==> config.mk <==
export PLATFORM = sky130hd
export DESIGN_NAME = mac_stream_feeder
export DESIGN_NICKNAME = d
export VERILOG_FILES = /design/src/rtl/mac_feeder_pkg.sv /design/src/rtl/mac_beat_reg.sv /design/src/rtl/mac_stream_feeder.sv
export SDC_FILE = /design/constraint.sdc
export NUM_CORES = 1
export LEC_CHECK = 0
export BUFFER_PORTS_ARGS = -buffer_cell sky130_fd_sc_hd__clkbuf_2
export CAP_MARGIN = 10
export CORE_AREA = 5 5 241 243
export DETAILED_ROUTE_END_ITERATION = 8
export DIE_AREA = 0 0 246 248
export PLACE_DENSITY = 0.52
export SLEW_MARGIN = 20
export SYNTH_ARGS = -nofsm -noshare
export SYNTH_HDL_FRONTEND = slang
export SYNTH_HIERARCHICAL = 1
export SYNTH_SLANG_ARGS = --single-unit
export TNS_END_PERCENT = 1
==> constraint.sdc <==
create_clock -name clk -period 1.9 [get_ports clk]
set_input_delay 0 -clock clk [delete_from_list [all_inputs] [get_ports clk]]
set_output_delay 0 -clock clk [all_outputs]
set_load 0.01 [all_outputs]
==> src/rtl/mac_feeder_pkg.sv <==
// mac_feeder_pkg: shared FSM states, beat/channel geometry and beat-to-channel slicing for mac_stream_feeder
package mac_feeder_pkg;

    localparam int CH_W   = 64;
    localparam int NUM_CH = 4;
    localparam int BEAT_W = 256;

    typedef enum logic [2:0] {
        IDLE,
        CLEAR,
        STREAM,
        DRAIN,
        CAPTURE
    } state_e;

    // Channel k carries bits [64k+63:64k] of the memory beat
    function automatic logic [CH_W-1:0] ch_slice(input logic [BEAT_W-1:0] beat, input int k);
        return beat[k*CH_W +: CH_W];
    endfunction

endpackage

==> src/rtl/mac_beat_reg.sv <==
// mac_beat_reg: registers one 256-bit return beat onto the four MAC DMA channels with a one-cycle en strobe; channels hold when idle
module mac_beat_reg
    import mac_feeder_pkg::*;
(
    input  logic                          clk,
    input  logic                          rst_n,
    input  logic                          valid_i,
    input  logic [BEAT_W-1:0]             data_i,
    output logic [NUM_CH-1:0][CH_W-1:0]   ch_o,
    output logic                          en_o
);

    logic [NUM_CH-1:0][CH_W-1:0] ch_q;
    logic                        en_q;

    // Capture a valid beat into the channels; en follows valid by one cycle
    always_ff @(posedge clk or negedge rst_n) begin
        if (!rst_n) begin
            ch_q <= '0;
            en_q <= 1'b0;
        end else begin
            en_q <= valid_i;
            if (valid_i)
                for (int k = 0; k < NUM_CH; k++)
                    ch_q[k] <= ch_slice(data_i, k);
        end
    end

    assign ch_o = ch_q;
    assign en_o = en_q;

endmodule

==> src/rtl/mac_stream_feeder.sv <==
// mac_stream_feeder: fetches operand beats from memory, streams them into MAC_array and captures one dot_product per job.
// Optional FEEDER_PERF_CNT_EN adds perf_stall_cycles (STREAM cycles with a request stalled by mem_rd_ready).
module mac_stream_feeder
    import mac_feeder_pkg::*;
#(
    parameter int ADDR_W  = 16,
    parameter int LEN_W   = 8,
    parameter int ACC_LAT = 2
) (
    input  logic              clk,
    input  logic              rst_n,
    input  logic              start,
    input  logic [ADDR_W-1:0] base_addr,
    input  logic [LEN_W-1:0]  num_beats,
    input  logic [15:0]       bias_in,
    output logic              busy,
    output logic              done,
    output logic [15:0]       result_data,
    output logic              mem_rd_req,
    output logic [ADDR_W-1:0] mem_rd_addr,
    input  logic              mem_rd_ready,
    input  logic              mem_rd_valid,
    input  logic [BEAT_W-1:0] mem_rd_data,
    output logic [CH_W-1:0]   DMA_channel_0,
    output logic [CH_W-1:0]   DMA_channel_1,
    output logic [CH_W-1:0]   DMA_channel_2,
    output logic [CH_W-1:0]   DMA_channel_3,
    output logic              en,
    output logic              clr,
    output logic [15:0]       bias,
    output logic              read_en,
    input  logic [15:0]       dot_product
`ifdef FEEDER_PERF_CNT_EN
    ,
    output logic [31:0]       perf_stall_cycles
`endif
);

    localparam int LAT_W = $clog2(ACC_LAT + 1);

    state_e               state_q;
    logic [ADDR_W-1:0]    addr_q;
    logic [LEN_W-1:0]     len_q;
    logic [15:0]          bias_q;
    logic [LEN_W:0]       issued_q;
    logic [LEN_W:0]       received_q;
    logic [LAT_W-1:0]     lat_q;
    logic                 busy_q;
    logic                 done_q;
    logic                 clr_q;
    logic                 req_q;
    logic                 read_en_q;
    logic [15:0]          result_q;
    logic [NUM_CH-1:0][CH_W-1:0] ch;

    logic                 hs_d;
    logic                 beat_d;
    logic [LEN_W:0]       len_d;

    assign hs_d   = req_q && mem_rd_ready;
    assign beat_d = mem_rd_valid && (state_q == STREAM || state_q == DRAIN);
    assign len_d  = {1'b0, len_q};

    // Job sequencer: latch job, clear MAC, issue reads, wait for returns plus MAC latency, capture result
    always_ff @(posedge clk or negedge rst_n) begin
        if (!rst_n) begin
            state_q    <= IDLE;
            addr_q     <= '0;
            len_q      <= '0;
            bias_q     <= '0;
            issued_q   <= '0;
            received_q <= '0;
            lat_q      <= '0;
            busy_q     <= 1'b0;
            done_q     <= 1'b0;
            clr_q      <= 1'b0;
            req_q      <= 1'b0;
            read_en_q  <= 1'b0;
            result_q   <= '0;
        end else begin
            clr_q  <= 1'b0;
            done_q <= 1'b0;
            if (beat_d)
                received_q <= received_q + 1'b1;
            case (state_q)
                IDLE: begin
                    busy_q <= start;
                    if (start) begin
                        addr_q     <= base_addr;
                        len_q      <= num_beats;
                        bias_q     <= bias_in;
                        issued_q   <= '0;
                        received_q <= '0;
                        lat_q      <= '0;
                        clr_q      <= 1'b1;
                        state_q    <= CLEAR;
                    end
                end
                CLEAR: begin
                    req_q   <= len_q != '0;
                    state_q <= len_q == '0 ? DRAIN : STREAM;
                end
                STREAM: begin
                    if (hs_d) begin
                        addr_q   <= addr_q + 1'b1;
                        issued_q <= issued_q + 1'b1;
                        req_q    <= (issued_q + 1'b1) < len_d;
                    end
                    if (issued_q == len_d)
                        state_q <= DRAIN;
                end
                DRAIN: begin
                    if (received_q == len_d) begin
                        read_en_q <= 1'b1;
                        lat_q     <= lat_q + 1'b1;
                        if (lat_q == LAT_W'(ACC_LAT - 1))
                            state_q <= CAPTURE;
                    end
                end
                CAPTURE: begin
                    result_q  <= dot_product;
                    done_q    <= 1'b1;
                    read_en_q <= 1'b0;
                    state_q   <= IDLE;
                end
                default: state_q <= IDLE;
            endcase
        end
    end

    mac_beat_reg u_beat_reg (
        .clk     (clk),
        .rst_n   (rst_n),
        .valid_i (beat_d),
        .data_i  (mem_rd_data),
        .ch_o    (ch),
        .en_o    (en)
    );

`ifdef FEEDER_PERF_CNT_EN
    logic [31:0] perf_q;

    // Saturating count of stalled request cycles, restarted by each accepted job
    always_ff @(posedge clk or negedge rst_n) begin
        if (!rst_n)
            perf_q <= '0;
        else if (state_q == IDLE && start)
            perf_q <= '0;
        else if (state_q == STREAM && req_q && !mem_rd_ready && !(&perf_q))
            perf_q <= perf_q + 1'b1;
    end

    assign perf_stall_cycles = perf_q;
`endif

    assign busy          = busy_q;
    assign done          = done_q;
    assign result_data   = result_q;
    assign mem_rd_req    = req_q;
    assign mem_rd_addr   = addr_q;
    assign clr           = clr_q;
    assign bias          = bias_q;
    assign read_en       = read_en_q;
    assign DMA_channel_0 = ch[0];
    assign DMA_channel_1 = ch[1];
    assign DMA_channel_2 = ch[2];
    assign DMA_channel_3 = ch[3];

endmodule

==> summary.md <==
| Metric | Value |
|---|---|
| Simple-gate share of the synthesized area | 0.06175 |
| Gr usage total | 0.1451 |
| Core area | 0.05573 mm^2 |
| Adder-Cell Fraction of Synth Area | 0.01077 |
| Cell Rows | 87 |
| H-tree levels | 2 |
| GRT Residual Overflow | 0 |
| Hold Path Depth | 4 |
| Reg2reg start | issued_q[0]$_DFFE_PN0P_ |
| Synth top area cells | dfrtp_1 (61%), mux2_2 (22%), nand2_1 (2.3%) |
| Initial drt markers | 416 |
| CP peak stage delay | 0.35 ns |
| Setup bufs post-CTS | 0 |
| Area Overhead vs Synth | 64.05% |
| Startpoint types | flop |
| Vias per cell | 4.225 |
| Post-Syn Area | 0.01394 mm^2 |
| Multi-input gate area | 0.004975 mm^2 |
| Ys flop type | dfrtp_1 |
| Post-Layout Inst Area | 0.02287 mm^2 |
| Worst setup margin | 0.03527 ns |
| HP Start | mem_rd_valid |
| Static leakage | 11.06 nW |
| Peak VDD IR | 0.7808 mV |
| Unrepaired setup endpoints after global routing | true |
| CP max FO | 4 |
| Top cell family by delay on the critical path | compound AO/OA/AOI/OAI gates |
| Outcome | completed |
| Clk buf depth | 3 |
| Minimum clock period | 1.865 ns |
| Largest net degree at the start of global routing | 52 |
| Syn Nets | 1321 |
| Cells along the critical path | ha_2, nand3_2, xnor2_2, ha_1, o211a_1, o31ai_1, a31oi_1, o41ai_1 |
| Initial core utilization | 0.2501 |
| Yosys top cell by area | dfrtp_1 |
| TritonCTS buffer count | 39 |
| Total Wirelength | 47050 um |
| Root buf cell | clkbuf_16 |
| Sequential cell area fraction in the yosys report | 0.6121 |
| Antenna-violating nets left | 0 |
| CP Capture Type | flop |
| DIE WIDTH | 246 um |
| Clk_skew | 0.01274 ns |
| Max Freq | 536.3 MHz |
| Final count of negative-setup-slack endpoints | 0 |
| Worst path arrival time | 2.28 ns |
| Skew-Pair Late Insertion Delay | 0.53 ns |
| Max-slew violation count | 0 |
| Clk slew on worst S/H paths | 0.06 ns |
| Post-DR wirelength/cell | 16.98 um |
| Buffers on Ports | 626 |
| Hold EP | received_q[3]$_DFF_PN0_ |
| Pwr per Cell Area | 885.0 mW/mm^2 |
| Placed cell count | 2384 |
| Nets | 2315 |
| Die ar. | 0.06101 mm^2 |
| Flop2flop setup slack | 0.04 ns |
| Vias | 11.70k |
| Placed Area | 0.01828 mm^2 |
| Main combinational cell family by area after synthesis | multiplexers |
| Synth top cells by count | dfrtp_1 (341), mux2_2 (270), nand2_1 (84) |
| Worst-Margin Slew | 0.4821 ns |
| Clk sinks | 341 |
| Async S/R FF share, synth | 1.000 |
| CTS tree | built |
| Die height | 248 um |
| Filler instances | 5276 |
| Maxcap violations | 0 |
| Fin Hold WS | 0.07076 ns |
| Layout cells sized above 1 | 0.5172 |
| Final period util | 0.9814 |
| WP data required | 2.32 ns |
| Slowest cell on the critical path | dfrtp_1 |
| Pwr Total | 20.24 mW |
| Worst r2r dst | mem_rd_req$_DFFE_PN0P_ |
| R2R cell count | 8 |
| Dpl ws | -0.04620 ns |
| Number of enable flip-flop cells after synthesis | 0 |
| HP Class | in2reg |
| GP Congestion | 0.8387 |
| Final Non-Filler Cells | 2770 |
| WS Path Type | reg2reg |
| Complex-gate fraction of the synthesized area | 0.04200 |
| XOR/XNOR Fraction of Synth Area | 0.01633 |
| Post-DP HPWL | 33920 um |
| Post-Syn Instances | 992 |
| Vias in the first global route | 12.81k |
| Most numerous cell in the Yosys netlist | dfrtp_1 |
| Seq cells post-synth | 341 |
| Syn Area/Cell | 14.05 um^2 |
| Final Hold Vio Count | 0 |
| Max transition margin | 0.6786 |
| Buf+Inv Stages, Crit Path | 0 |
| 1st-pass router iterations | 5 |
| Register area | 0.008533 mm^2 |
| DRC Markers | 0 |
| # IOs | 627 |
| Post-synthesis cell type count | 55 |
| Synth top area share | 0.6121 |
| Ys Warns | 6 |
| First-pass GRT wire length | 71190 um |
| Initial antenna violation count | 3 |
| Mux share of post-synthesis cell area | 0.2226 |
## report_power, final
group / switching, mW / total [mW] / internal [mW]
logic: 1.79 / 3.82 / 2.04
clock network: 2.96 / 7.95 / 4.99
registers: 0.486 / 8.47 / 7.98
## area by class of cell
class	instances	share of cell area
Tap cell	756	0.04136
Clock inverter	10	0.007988
Inverter	17	0.002790
Clock buffer	56	0.05170
Antenna cell	3	0.0003283
Sequential cell	341	0.3731
Multi-Input combinational cell	581	0.2175
Timing Repair Buffer	1006	0.3052
## how the worst max path moves through the flow
| stage | start | endpoint | slack, ns | depth (start not counted) |
|---|---|---|---|---|
| floorplan | issued_q[0]$_DFFE_PN0P_ | mem_rd_req$_DFFE_PN0P_ | 0.05 | 7 |
| global placement | issued_q[0]$_DFFE_PN0P_ | mem_rd_req$_DFFE_PN0P_ | 0.01 | 7 |
| detailed placement | issued_q[0]$_DFFE_PN0P_ | mem_rd_req$_DFFE_PN0P_ | -0.05 | 7 |
| CTS | issued_q[2]$_DFFE_PN0P_ | mem_rd_req$_DFFE_PN0P_ | 0.01 | 8 |
| global route | issued_q[2]$_DFFE_PN0P_ | mem_rd_req$_DFFE_PN0P_ | -0.08 | 8 |
| finish | issued_q[0]$_DFFE_PN0P_ | mem_rd_req$_DFFE_PN0P_ | 0.04 | 8 |
## cell usage in the layout, fill, tap and decap left out, drive strengths merged, types with 3 or more instances in the layout
cell / n
a21o: 5
a21oi: 24
a2bb2oi: 7
a31o: 4
and3: 6
buf: 64
bufinv: 5
clkbuf: 681
clkinv: 5
dfrtp: 341
diode: 3
dlygate4sd3: 316
ha: 12
inv: 17
mux2: 272
mux2i: 4
nand2: 84
nand3: 20
nand3b: 3
nand4: 9
nor2: 13
nor2b: 6
nor3: 8
nor4: 4
o21a: 3
o21ai: 29
o22ai: 11
or2: 3
or4: 4
xnor2: 22
xor2: 4
## routing by layer
layer / track usage / share of wire / vias to the layer above
met3: 0.04340 / 0.077 / 77
li1: - / - / 5494
met4: 0.04644 / 0.029 / 0
met5: 0 / 0 / -
met1: 0.1562 / 0.36 / 5707
met2: 0.2728 / 0.53 / 424
## kinds of logic (layout without fill, tap and decap cells)
group / count (synthesis) / after routing
muxes: 276 / 276
and+or+nand+nor: 173 / 173
AOI/OAI and AO/OA: 94 / 94
DFF: 341 / 341
xor gates and xnor gates: 26 / 26
other: 0 / 3
buffers and inverters: 70 / 1089
adders and majority gates: 12 / 12
## per-stage QoR
step	TNS, ns	util
finish	0	0.4103
global route	-0.08428	0.4103
CTS	0	0.4098
detailed placement	-0.04620	0.3281
global placement	0	0.3281
floorplan	0	-
## worst register-to-register path: cells and delay by family, from the launching register on
| kind | cells | cell delay [ns] |
|---|---|---|
| xor gates and xnor gates | 1 | 0.15 |
| AOI/OAI and AO/OA | 4 | 0.61 |
| adders and majority gates | 2 | 0.54 |
| DFF | 1 | 0.35 |
| and+or+nand+nor | 1 | 0.10 |
## repair_timing
item                                    CTS  global route
hold buffers                            317             0
endpoints found under the hold margin   655             0
gates resized for setup                   4             4
endpoints found under the setup margin    1             9
## flip-flops by register name (all words and copies together) (netlist names)
| register | flops |
|---|---|
| result_data | 16 |
| bias | 16 |
| busy | 1 |
| mem_rd_addr | 16 |
| read_en | 1 |
| issued_q | 9 |
| done | 1 |
| clr | 1 |
| state_q | 3 |
| received_q | 9 |
| len_q | 8 |
| lat_q | 2 |
| u_beat_reg/ch_o | 256 |
| mem_rd_req | 1 |
| u_beat_reg/en_o | 1 |
No activity file was read; power rests on OpenSTA's default activity.
